$ cat src/rtl/apb_fpu_add_ctrl_if.sv
// APB bus bundle for the FPU adder control block.
// The master modport drives requests and the slave modport answers them.
interface apb_fpu_add_ctrl_if #(
    parameter int ADDR_WIDTH = 12
);
    logic                  psel;
    logic                  penable;
    logic                  pwrite;
    logic [ADDR_WIDTH-1:0] paddr;
    logic [31:0]           pwdata;
    logic [31:0]           prdata;
    logic                  pready;
    logic                  pslverr;

    modport master (
        output psel, penable, pwrite, paddr, pwdata,
        input  prdata, pready, pslverr
    );

    modport slave (
        input  psel, penable, pwrite, paddr, pwdata,
        output prdata, pready, pslverr
    );
endinterface

$ cat src/rtl/apb_fpu_add_ctrl.sv
// APB front end for the FPU adder. It holds the operands, launches one add or sub
// per CMD write, captures the result or a timeout, and raises a level interrupt.
module apb_fpu_add_ctrl #(
    parameter int ADDR_WIDTH = 12,
    parameter int TIMEOUT    = 16
) (
    input  logic                  clk,
    input  logic                  rstn,
    apb_fpu_add_ctrl_if.slave     apb,
    output logic [31:0]           fpu_op1,
    output logic [31:0]           fpu_op2,
    output logic                  fpu_add_select,
    output logic                  fpu_sub_select,
    output logic                  fpu_enable,
    input  logic [31:0]           fpu_result,
    input  logic                  fpu_valid,
    output logic                  irq
);
    localparam int CW = $clog2(TIMEOUT + 1);

    localparam logic [2:0] A_OP1    = 3'd0;
    localparam logic [2:0] A_OP2    = 3'd1;
    localparam logic [2:0] A_CMD    = 3'd2;
    localparam logic [2:0] A_STATUS = 3'd3;
    localparam logic [2:0] A_RESULT = 3'd4;
    localparam logic [2:0] A_IRQ_EN = 3'd5;

    typedef enum logic [1:0] {
        S_IDLE,
        S_ISSUE,
        S_WAIT
    } state_t;

    state_t          state, state_nxt;
    logic            op_sub;
    logic [31:0]     result;
    logic            done, err;
    logic [1:0]      irq_en;
    logic [CW-1:0]   cnt;
    logic            wait_done, wait_timeout;

    // Address bits outside [4:2] are don't-care; the decode aliases across them.
    logic unused_addr_bits;
    assign unused_addr_bits = ^{apb.paddr[ADDR_WIDTH-1:5], apb.paddr[1:0]};

    logic       xfer, wr, busy, mapped, wr_err, wr_ok, launch;
    logic [2:0] idx;
    logic [1:0] cmd_bits;

    assign xfer     = apb.psel & apb.penable;
    assign wr       = xfer & apb.pwrite;
    assign idx      = apb.paddr[4:2];
    assign cmd_bits = apb.pwdata[1:0];
    assign busy     = (state != S_IDLE);
    assign mapped   = (idx <= A_IRQ_EN);

    // Operand and command registers are locked for the whole operation.
    assign wr_err = wr & mapped &
                    ((busy & (idx == A_OP1 || idx == A_OP2 || idx == A_CMD)) |
                     (idx == A_CMD && cmd_bits == 2'b11));
    assign wr_ok  = wr & mapped & ~wr_err;
    assign launch = wr_ok & (idx == A_CMD) & (cmd_bits == 2'b01 || cmd_bits == 2'b10);

    assign apb.pready  = 1'b1;
    assign apb.pslverr = xfer & (~mapped | wr_err);

    always_comb begin
        apb.prdata = '0;
        if (apb.psel && !apb.pwrite) begin
            case (idx)
                A_OP1:    apb.prdata = fpu_op1;
                A_OP2:    apb.prdata = fpu_op2;
                A_STATUS: apb.prdata = {29'd0, err, done, busy};
                A_RESULT: apb.prdata = result;
                A_IRQ_EN: apb.prdata = {30'd0, irq_en};
                default:  apb.prdata = '0;
            endcase
        end
    end

    always_ff @(posedge clk or negedge rstn) begin
        if (!rstn) state <= S_IDLE;
        else       state <= state_nxt;
    end

    // NOTE: every output of this block gets a default first so no latch is inferred.
    always_comb begin
        state_nxt      = state;
        fpu_add_select = 1'b0;
        fpu_sub_select = 1'b0;
        fpu_enable     = 1'b0;
        wait_done      = 1'b0;
        wait_timeout   = 1'b0;
        case (state)
            S_IDLE: begin
                if (launch) state_nxt = S_ISSUE;
            end
            S_ISSUE: begin
                fpu_add_select = ~op_sub;
                fpu_sub_select = op_sub;
                fpu_enable     = 1'b1;
                state_nxt      = S_WAIT;
            end
            S_WAIT: begin
                if (fpu_valid) begin
                    wait_done = 1'b1;
                    state_nxt = S_IDLE;
                end else if (cnt == CW'(TIMEOUT - 1)) begin
                    wait_timeout = 1'b1;
                    state_nxt    = S_IDLE;
                end
            end
            default: state_nxt = S_IDLE;
        endcase
    end

    // NOTE: sequential state uses non-blocking assignments so every register
    // samples pre-edge values regardless of statement order.
    always_ff @(posedge clk or negedge rstn) begin
        if (!rstn) begin
            fpu_op1 <= '0;
            fpu_op2 <= '0;
            op_sub  <= 1'b0;
            result  <= '0;
            done    <= 1'b0;
            err     <= 1'b0;
            irq_en  <= '0;
            cnt     <= '0;
        end else begin
            if (wr_ok && idx == A_OP1)    fpu_op1 <= apb.pwdata;
            if (wr_ok && idx == A_OP2)    fpu_op2 <= apb.pwdata;
            if (wr_ok && idx == A_IRQ_EN) irq_en  <= apb.pwdata[1:0];
            if (launch)                   op_sub  <= cmd_bits[1];
            if (wait_done)                result  <= fpu_result;

            // A status set in the same cycle as its W1C clear wins.
            if (wait_done)
                done <= 1'b1;
            else if (launch || (wr_ok && idx == A_STATUS && apb.pwdata[1]))
                done <= 1'b0;

            if (wait_timeout)
                err <= 1'b1;
            else if (launch || (wr_ok && idx == A_STATUS && apb.pwdata[2]))
                err <= 1'b0;

            if (state == S_WAIT) cnt <= cnt + 1'b1;
            else                 cnt <= '0;
        end
    end

    assign irq = (irq_en[0] & done) | (irq_en[1] & err);
endmodule
$ cat src/flat_wrapper.sv
// flat-port wrapper written by rule: the top's interface ports become plain ports
module apb_fpu_add_ctrl_flat 
#(
    parameter int ADDR_WIDTH = 12,
    parameter int TIMEOUT    = 16
)
  (clk, rstn, fpu_op1, fpu_op2, fpu_add_select, fpu_sub_select, fpu_enable, fpu_result, fpu_valid, irq, apb_psel, apb_penable, apb_pwrite, apb_paddr, apb_pwdata, apb_prdata, apb_pready, apb_pslverr);
  apb_fpu_add_ctrl_if #(.ADDR_WIDTH(ADDR_WIDTH)) apb_i ();
  input  logic clk;
  input  logic rstn;
  output logic [31:0] fpu_op1;
  output logic [31:0] fpu_op2;
  output logic fpu_add_select;
  output logic fpu_sub_select;
  output logic fpu_enable;
  input  logic [31:0] fpu_result;
  input  logic fpu_valid;
  output logic irq;
  input wire logic [$bits(apb_i.psel)-1:0] apb_psel;
  input wire logic [$bits(apb_i.penable)-1:0] apb_penable;
  input wire logic [$bits(apb_i.pwrite)-1:0] apb_pwrite;
  input wire logic [$bits(apb_i.paddr)-1:0] apb_paddr;
  input wire logic [$bits(apb_i.pwdata)-1:0] apb_pwdata;
  output wire logic [$bits(apb_i.prdata)-1:0] apb_prdata;
  output wire logic [$bits(apb_i.pready)-1:0] apb_pready;
  output wire logic [$bits(apb_i.pslverr)-1:0] apb_pslverr;
  assign apb_i.psel = apb_psel;
  assign apb_i.penable = apb_penable;
  assign apb_i.pwrite = apb_pwrite;
  assign apb_i.paddr = apb_paddr;
  assign apb_i.pwdata = apb_pwdata;
  assign apb_prdata = apb_i.prdata;
  assign apb_pready = apb_i.pready;
  assign apb_pslverr = apb_i.pslverr;
  apb_fpu_add_ctrl #(.ADDR_WIDTH(ADDR_WIDTH), .TIMEOUT(TIMEOUT)) u_core (.clk(clk), .rstn(rstn), .apb(apb_i), .fpu_op1(fpu_op1), .fpu_op2(fpu_op2), .fpu_add_select(fpu_add_select), .fpu_sub_select(fpu_sub_select), .fpu_enable(fpu_enable), .fpu_result(fpu_result), .fpu_valid(fpu_valid), .irq(irq));
endmodule
$ cat config.mk
export PLATFORM = sky130hd
export DESIGN_NAME = apb_fpu_add_ctrl_flat
export DESIGN_NICKNAME = d
export VERILOG_FILES = /design/src/rtl/apb_fpu_add_ctrl_if.sv /design/src/rtl/apb_fpu_add_ctrl.sv /design/src/flat_wrapper.sv
export SDC_FILE = /design/constraint.sdc
export NUM_CORES = 1
export LEC_CHECK = 0
export CORE_MARGIN = 5
export CORE_UTILIZATION = 35
export CTS_CLUSTER_DIAMETER = 40
export CTS_CLUSTER_SIZE = 24
export DETAILED_ROUTE_END_ITERATION = 12
export GPL_TIMING_DRIVEN = 0
export PLACE_DENSITY = 0.65
export SLEW_MARGIN = 20
export SYNTH_ARGS = -nofsm -noshare
export SYNTH_HDL_FRONTEND = slang
export SYNTH_SLANG_ARGS = --single-unit
$ cat constraint.sdc
create_clock -name clk -period 2.55 [get_ports clk]
set_input_delay 0.3825 -clock clk [delete_from_list [all_inputs] [get_ports clk]]
set_output_delay 0.3825 -clock clk [all_outputs]
set_load 0.01 [all_outputs]
==> out/results.tsv <==
metric	value	unit
global-route wire length before repair	23800	um
fin cells	786	
Synth Area per Inst	12.97	um2
largest net degree at the start of global routing	63	
final setup fails	0	
Worst Reg2Reg Path Length in Cells	5	
vias in the first global route	4302	
Final ANT Viol Nets	0	
Data arrival, critical path	2.06	ns
Post-Syn Area	5290	um2
hold-critical path depth	1	
Static Leakage	3.729	nW
RSZ-0062 raised after global routing	no	
clock latency on the worst-skew pair	0.35	ns
clk buf depth	2	
initial antenna violation count	0	
DRT Pass-1 Iters	4	
register area share after synthesis	51.09	%
flop-to-flop setup slack	0.84	ns
Fin Hold WS	0.4718	ns
routed via count	3889	
Post-Syn Instances	408	
Synth Flop Type	dfrtp_1	
worst slew pin tran	0.5294	ns
count of final max-slew check failures	0	
VDD IR-drop max	0.0002935	V
CTS tree	yes	
Critical path origin	apb_paddr[4]	
layout cells sized above 1	29.98	%
DR iter-0 viols	156	
num ports	184	
number of flops mapped to enable cells by yosys	0	
Seq cells post-synth	108	
I/O Buffers	171	
FF-to-FF Start	u_core.state[0]	
Die Wd	132.9	um
height of the die	132.9	um
Power Total	5.202	mW
Async S/R FF share, synth	100.0	%
Clock Skew	0.004133	ns
Critical Path Sink Type	output pin	
Crit Path Category	in2out	
# clock sinks	108	
pwr dens	678.0	nW/um2
maximum fanout along the worst path	10	
Initial Utilization	35.19	%
leading post-synthesis cells by instance count	dfrtp_1, mux2_2, nand2_1	
Max Cap Viol	0	
CTS clk-pin slew, worst paths	0.07	ns
P_int	3.884	mW
Setup crit end	apb_prdata[2]	
syn nets	493	
max_slew headroom	64.71	%
placed cells	768	
RePlAce Congestion	0.8033	
Placed Area	7266	um2
Worst Hold Class	reg2reg	
Post-route DRC	0	
fin util	51.04	%
sequential share of power	43.9	%
post-synth top area share	51.09	%
finished layout cell area	7672	um2
Synth cell types	38	
required time worst endpoint	2.17	ns
Remaining Overflow, GRT	0	
switch share	25.34	%
Clock Power Share	30.7	%
DP HPWL	10750	um
most numerous cell in the Yosys netlist	dfrtp_1	
Period minus WS final	2.447	ns
nets@finish	678	
CTS Root Buffer Type	clkbuf_16	
Gate power share	25.4	%
final hold vios	0	
Yosys top cell by area	dfrtp_1	
Tcrit/Tclk final	95.95	%
NetSw	1.318	mW
status	finished, final reports clean	
GRT Resource Usage Total	17.06	%
Post-Route WL	14950	um
top cells by area, synth	dfrtp_1, mux2_2, mux2_4	
synthesis warning total	0	
# fillers	1300	
Startpoint Class	primary input	
Core Footprint	15030	um2
FP Rows	45	
htree depth	3	
Max Freq	408.7	MHz
Area growth, synth to finish	45.03	%
die footprint	17670	um2
R2R Path End	u_core.fpu_op2[14]	
DR WL/cell	19.02	um
Via density	4.948	
CTS buffer count	9	
-- timing repair --
action                                  in CTS  in global routing
pin swaps                                    1                  0
resized for setup                           33                 24
setup buffers                                1                  0
hold buffers                                 1                  0
hold endpoints to repair                    46                  0
endpoints found under the setup margin      33                 24
-- worst min-delay path by stage --
stage                         end     startpoint
floorplan           u_core.cnt[0]           rstn
global placement    u_core.cnt[0]  u_core.cnt[0]
detailed placement  u_core.op_sub           rstn
CTS                 u_core.cnt[0]  u_core.cnt[0]
global route        u_core.cnt[0]  u_core.cnt[0]
finish              u_core.cnt[0]  u_core.cnt[0]
-- cells by family after synthesis --
| logic type | count (synthesis) | share of synthesized area (%) |
|---|---|---|
| buffers and inverters | 29 | 3.501 |
| and+or+nand+nor | 94 | 9.556 |
| muxes | 132 | 29.94 |
| DFF | 108 | 51.09 |
| other | 1 | 0.07089 |
| xor gates and xnor gates | 2 | 0.3312 |
| adders and majority gates | 3 | 0.7096 |
| AOI/OAI and AO/OA | 39 | 4.802 |
-- per-layer routing --
metal | wire length, um | part of all wire (%) | track usage (%)
met1 | 6437 | 43 | 22.11
met2 | 7220 | 48 | 27.77
met3 | 1130 | 7.6 | 4.867
met4 | 158 | 1.1 | 5.139
met5 | 0 | 0 | 0
-- cell type report --
type / count / area [um2] / area share [%]
tap: 188 / 235.2 / 3.066
clock buffer: 10 / 239.0 / 3.115
buffer: 25 / 209.0 / 2.723
antenna: 1 / 2.502 / 0.03262
timing repair buffer: 174 / 1759 / 22.93
multi-input combinational: 271 / 2410 / 31.41
inverter: 4 / 15.01 / 0.1957
sequential: 108 / 2703 / 35.23
clock inverter: 5 / 100.1 / 1.305
-- flip-flops by register name, summed over array words and instances (netlist names) --
register and flops:
u_core.cnt 5, u_core.done 1, u_core.err 1, u_core.fpu_op1 32, u_core.fpu_op2 32, u_core.irq_en 2
u_core.op_sub 1, u_core.result 32, u_core.state 2
-- critical path, stage by stage --
cell	delay, ns
dlygate4sd2_1	0.30
and2b_1	0.31
clkbuf_4	0.27
nand2_1	0.07
a21oi_1	0.15
clkdlybuf4s50_1	0.59
-- power groups by stage --
stage	Combinational (mW)	Clock [mW]	Sequential [mW]
floorplan	0.557	0	2.34
global placement	1.31	0	2.29
detailed placement	1.34	0	2.31
CTS	1.35	1.65	2.28
global route	1.42	1.70	2.33
finish	1.32	1.60	2.28
-- through the flow --
step | TNS [ns] | setup WS, ns
floorplan | 0 | 0.8045
global placement | -354.01 | -3.130
detailed placement | -16.66 | -0.8412
CTS | -2.500 | -0.2407
global route | 0 | 0.004214
finish | 0 | 0.1034
-- placed cells by master, fill, tap and decap left out, drive strengths merged, types with 7 or more instances in the layout --
master         count
dfrtp            108
dlygate4sd2       17
or2               30
nor2               7
clkbuf            20
mux2             100
dlymetal6s2s      13
a21oi             31
buf               20
nand2             34
clkdlybuf4s50    138
mux2i             30
Power figures use the tool's default switching activity.
